$ cat config.mk
export PLATFORM = sky130hd
export DESIGN_NAME = alu_multicycle
export DESIGN_NICKNAME = d
export VERILOG_FILES = /design/src/rtl/alu_multicycle.sv
export SDC_FILE = /design/constraint.sdc
export NUM_CORES = 1
export LEC_CHECK = 0
export BUFFER_PORTS_ARGS = -buffer_cell sky130_fd_sc_hd__buf_2
export CAP_MARGIN = 0
export CORE_MARGIN = 8
export CORE_UTILIZATION = 35
export CTS_BUF_LIST = sky130_fd_sc_hd__clkbuf_8
export DETAILED_ROUTE_END_ITERATION = 8
export PLACE_DENSITY = 0.66
export RECOVER_POWER = 100
export SLEW_MARGIN = 20
export SYNTH_ARGS = -nofsm -noshare
export SYNTH_HDL_FRONTEND = slang
export SYNTH_SLANG_ARGS = --single-unit
export TNS_END_PERCENT = 50
$ cat constraint.sdc
create_clock -name clk -period 2.97 [get_ports clk]
set_input_delay 0.297 -clock clk [delete_from_list [all_inputs] [get_ports clk]]
set_output_delay 0.297 -clock clk [all_outputs]
set_load 0.01 [all_outputs]
$ cat src/rtl/alu_multicycle.sv
// Multi-cycle WIDTH-bit add/subtract unit: CHUNK bits per cycle through a registered carry chain.
// Optional saturation on signed overflow when ALU_SAT_EN is defined (default build wraps modulo 2^WIDTH).
module alu_multicycle #(
  parameter int WIDTH = 16,
  parameter int CHUNK = 4
) (
  input  logic             clk,
  input  logic             rst_n,
  input  logic             in_valid,
  output logic             in_ready,
  input  logic [WIDTH-1:0] a,
  input  logic [WIDTH-1:0] b,
  input  logic             sub,
  output logic             out_valid,
  input  logic             out_ready,
  output logic [WIDTH-1:0] result,
  output logic             carry,
  output logic             zero,
  output logic             overflow
);

  localparam int NCHUNK = WIDTH / CHUNK;
  localparam int CNT_W  = (NCHUNK > 1) ? $clog2(NCHUNK) : 1;
  localparam logic [CNT_W-1:0] LAST = CNT_W'(NCHUNK - 1);

  typedef enum logic [1:0] {
    IDLE = 2'd0,
    BUSY = 2'd1,
    DONE = 2'd2
  } state_t;

  state_t           state_q;
  logic [CNT_W-1:0] cnt_q;

  // Operand latches and the partial sum being assembled chunk by chunk.
  logic [WIDTH-1:0] a_q;
  logic [WIDTH-1:0] bn_q;
  logic [WIDTH-1:0] acc_q;
  logic             c_q;

  logic [CHUNK-1:0] a_chunk;
  logic [CHUNK-1:0] bn_chunk;
  logic [CHUNK-1:0] sum_chunk;
  logic             c_next;
  logic [WIDTH-1:0] acc_d;
  logic [WIDTH-1:0] res_d;
  logic             ovf_d;

  assign in_ready  = (state_q == IDLE);
  assign out_valid = (state_q == DONE);

  // NOTE: every signal assigned in always_comb gets a default first, so no path leaves it
  // unassigned and no latch is inferred.
  always_comb begin
    a_chunk  = CHUNK'(a_q  >> (CHUNK * int'(cnt_q)));
    bn_chunk = CHUNK'(bn_q >> (CHUNK * int'(cnt_q)));
    {c_next, sum_chunk} = {1'b0, a_chunk} + {1'b0, bn_chunk} + {{CHUNK{1'b0}}, c_q};

    acc_d = acc_q;
    for (int k = 0; k < NCHUNK; k++) begin
      if (cnt_q == CNT_W'(k)) acc_d[k*CHUNK +: CHUNK] = sum_chunk;
    end

    // Only meaningful on the last chunk, which is the only time it is consumed.
    ovf_d = (a_q[WIDTH-1] == bn_q[WIDTH-1]) && (acc_d[WIDTH-1] != a_q[WIDTH-1]);

    res_d = acc_d;
`ifdef ALU_SAT_EN
    if (ovf_d) begin
      res_d = a_q[WIDTH-1] ? {1'b1, {(WIDTH-1){1'b0}}} : {1'b0, {(WIDTH-1){1'b1}}};
    end
`endif
  end

  // NOTE: the operand/partial-sum registers have no reset: they are always loaded on accept
  // before being read, so a reset would only add routing to a wide datapath.
  always_ff @(posedge clk) begin
    if (state_q == IDLE && in_valid) begin
      a_q   <= a;
      bn_q  <= b ^ {WIDTH{sub}};
      c_q   <= sub;
      acc_q <= '0;
    end else if (state_q == BUSY) begin
      c_q   <= c_next;
      acc_q <= acc_d;
    end
  end

  // NOTE: sequential state uses non-blocking assignments only, so every register samples the
  // pre-edge values regardless of statement order.
  always_ff @(posedge clk or negedge rst_n) begin
    if (!rst_n) begin
      state_q  <= IDLE;
      cnt_q    <= '0;
      result   <= '0;
      carry    <= 1'b0;
      zero     <= 1'b0;
      overflow <= 1'b0;
    end else begin
      unique case (state_q)
        IDLE: begin
          if (in_valid) begin
            state_q <= BUSY;
            cnt_q   <= '0;
          end
        end
        BUSY: begin
          if (cnt_q == LAST) begin
            state_q  <= DONE;
            cnt_q    <= '0;
            result   <= res_d;
            carry    <= c_next;
            zero     <= ~|res_d;
            overflow <= ovf_d;
          end else begin
            cnt_q <= cnt_q + 1'b1;
          end
        end
        DONE: begin
          if (out_ready) state_q <= IDLE;
        end
        default: state_q <= IDLE;
      endcase
    end
  end

endmodule
==> flow_metrics.py <==
metrics = {
    "outcome": {
        "status": "completed",
    },
    "timing": {
        "period_needed_ns": 2.83,
        "hold_viol_final": 0,
        "finalSetupTns_ns": 0,
        "slew_headroom": 0.154,
        "setup_viol": 0,
        "clock.fmax_ghz": 0.354,
        "worst_pin_slew_ns": 1.27,
        "finalCritPeriodShare": 0.952,
        "timing.final.max_slew_violations": 0,
        "finalClockSkew_ns": 0.0131,
        "rsz0062_at_grt": "no",
        "holdWs_ns": 0.118,
    },
    "clock_tree": {
        "clk_latency_ns": 0.35,
        "cts_tree": "built",
        "clock_sinks": 68,
        "clock_path_buffers": 2,
        "cts-htree-levels": 3,
        "clk_pin_slew_ns": 0.08,
        "clockRootBuffer": "clkbuf_8",
        "postCtsSetupBuffers": 0,
        "cts-buffers-inserted": 9,
    },
    "cells_and_area": {
        "syn2layout_area_growth_pct": 19.2,
        "nets": 357,
        "drive_above_1_share": 0.228,
        "antenna_cells": 0,
    },
    "synth": {
        "ys_seq_area_frac": 0.585,
        "syn_avg_cell_area_um2": 12.3,
        "synthFlopType": "edfxtp_1",
        "synthCells": 252,
        "synth_fp_nets": 298,
        "yosys_warnings": 0,
        "ys_types": 38,
        "synth_area_um2": 3090,
        "synth_edf_count": 33,
        "ys_seq_elements": 68,
        "async_reset_ff_frac": 0.338,
    },
    "floorplanning": {
        "fp.dieArea_um2": 12100,
        "placementRows": 34,
        "start_util": 0.358,
        "pin_count": 58,
        "dieHeight_um": 110,
        "core_um2": 8640,
        "die_x_um": 110,
    },
    "power_and_ir_drop": {
        "seqPwrFrac": 0.341,
        "p_int_uw": 2700,
        "p_sw_uw": 1800,
        "comb_power_share": 0.470,
        "powerDensity_nw_per_um2": 1220,
        "p_leak_uw": 0.00156,
        "power_frac_clock": 0.189,
        "swShare": 0.400,
        "peakVddDrop_mv": 0.469,
    },
    "worst_setup_path": {
        "crit_end": "acc_q[11]",
        "worstSetupStartpointType": "flop",
        "cp.arrival_ns": 3.06,
        "startpoint": "cnt_q[0]",
        "crit_path_max_fanout": 8,
        "r2r_slack_ns": 0.14,
        "cp-end-kind": "flop",
        "crit-reg2reg-launch": "cnt_q[0]",
        "required_ns": 3.20,
        "critical_path_class": "reg2reg",
        "ff2ff_path_depth": 6,
        "rr_endpoint": "acc_q[11]",
    },
    "place": {
        "gp_congestion": 0.808,
        "io_buffers": 57,
        "hpwl_mm": 4.90,
    },
    "routing": {
        "wirelength_mm": 6.70,
        "drc": 0,
        "postRouteAntennaNets": 0,
        "firstDrtPassIters": 4,
        "drt_iter0_markers": 89,
        "vias": 2094,
        "drt-wirelength-per-cell_um": 15.8,
        "viasPerCell": 4.94,
    },
    "job": {
        "cap_violations": 0,
    },
    "global_routing": {
        "antenna_found_initial": 0,
        "grt_pass1_vias": 2260,
        "grt.total_usage": 0.118,
        "grt_max_degree": 33,
        "overflow": 0,
        "grt_pass1_wl_mm": 11.0,
    },
    "hold_path": {
        "hold_class": "in2reg",
    },
}
## Yosys cell counts, types with 8 or more instances
cell type	count	area (µm²)
xor2_1	17	149
dfrtp_1	23	576
inv_1	10	37.5
nor2b_1	8	50.1
clkbuf_1	10	37.5
o21ai_0	25	125
nand2_1	27	101
mux4_2	8	180
nor2_1	14	52.6
dfxtp_1	12	240
edfxtp_1	33	991
a22o_1	9	78.8
## per-stage QoR
stage | setup slack, ns | instances | util | instance area [µm²] | total power [µW]
CTS | 0.103 | 424 | 0.429 | 3710 | 4520
finish | 0.143 | 424 | 0.427 | 3680 | 4490
detailed placement | 0.137 | 407 | 0.402 | 3470 | 3660
floorplan | 0.278 | 252 | - | 3090 | 3090
global placement | 0.247 | 407 | 0.402 | 3470 | 3570
global route | 0.0116 | 424 | 0.427 | 3680 | 4830
## power by group through the flow
stage | Clock, µW | Combinational, µW | Sequential (µW)
final | 850 | 2110 | 1530
after global placement | 0 | 2040 | 1530
after detailed placement | 0 | 2110 | 1550
after floorplan | 0 | 1580 | 1500
after global routing | 899 | 2350 | 1570
after CTS | 864 | 2120 | 1530
## worst min-delay path by stage
stage	startpoint	end	slack, ns	cells after the start
3_5_place_dp	rst_n	result[2]	0.32	1
2_1_floorplan	rst_n	carry	0.001	0
6_report	a[0]	a_q[0]	0.12	1
3_3_place_gp	rst_n	result[3]	0.30	1
4_1_cts	a[0]	a_q[0]	0.11	1
5_1_grt	a[2]	a_q[2]	0.1	1
## critical path, cell delays in order, from the launching register on
cell and delay [ns]:
dfrtp_1 0.58, mux4_2 0.56, ha_1 0.40, and3b_1 0.23, or3_1 0.47, and2_4 0.22
a32o_2 0.25
## kinds of logic after synthesis
logic type / share of synthesized area
adder cells (fa/ha/maj): 0.0413
XOR/XNOR: 0.0510
AO/OA/AOI/OAI: 0.118
multiplexers: 0.0725
AND/OR/NAND/NOR: 0.101
buffers and inverters: 0.0312
flip-flops: 0.585
## what timing repair did
item,in CTS,in global routing
endpoints found under the setup margin,0,3
endpoints found under the hold margin,23,0
gates resized for setup,0,1
hold buffers,1,0
## flip-flops by register name, summed over array words and instances (netlist names)
signal    cells
carry         1
result       16
overflow      1
a_q          16
cnt_q         2
zero          1
bn_q         16
acc_q        12
c_q           1
state_q       2
## per-layer routing
metal | vias up | global-route usage | share of wire
met5 | - | 0 | 0
met4 | 0 | 0.0540 | 0.018
met3 | 12 | 0.0469 | 0.077
met2 | 74 | 0.182 | 0.45
met1 | 980 | 0.143 | 0.45
li1 | 1028 | - | -
## placed cells by master (no fill, tap or decap), types with 3 or more instances in the layout
cell type	synthesis	routed
buf_2	2	34
edfxtp_1	33	33
nand2_1	27	27
o21ai_0	25	25
dfrtp_1	23	23
clkbuf_1	10	23
xor2_1	17	17
nor2_1	14	14
dfxtp_1	12	12
inv_1	10	10
a22o_1	9	9
clkbuf_8	0	9
mux4_2	8	8
nor2b_1	8	8
ha_1	7	7
a21oi_1	5	5
a21o_1	4	4
a31oi_1	4	4
nand3_1	4	4
a21o_2	3	3
a32o_2	3	3
mux2_2	3	3
## area by class of cell
cell class              count  area [µm²]
clock buffers               9         124
well taps                 108         135
multi-input cells         161        1190
inverters                  10        37.5
fillers                   834        4950
clock inverters             7        98.8
flip-flops and latches     68        1810
repair buffers             61         287
Note: power is estimated with default switching activity, not from simulation.
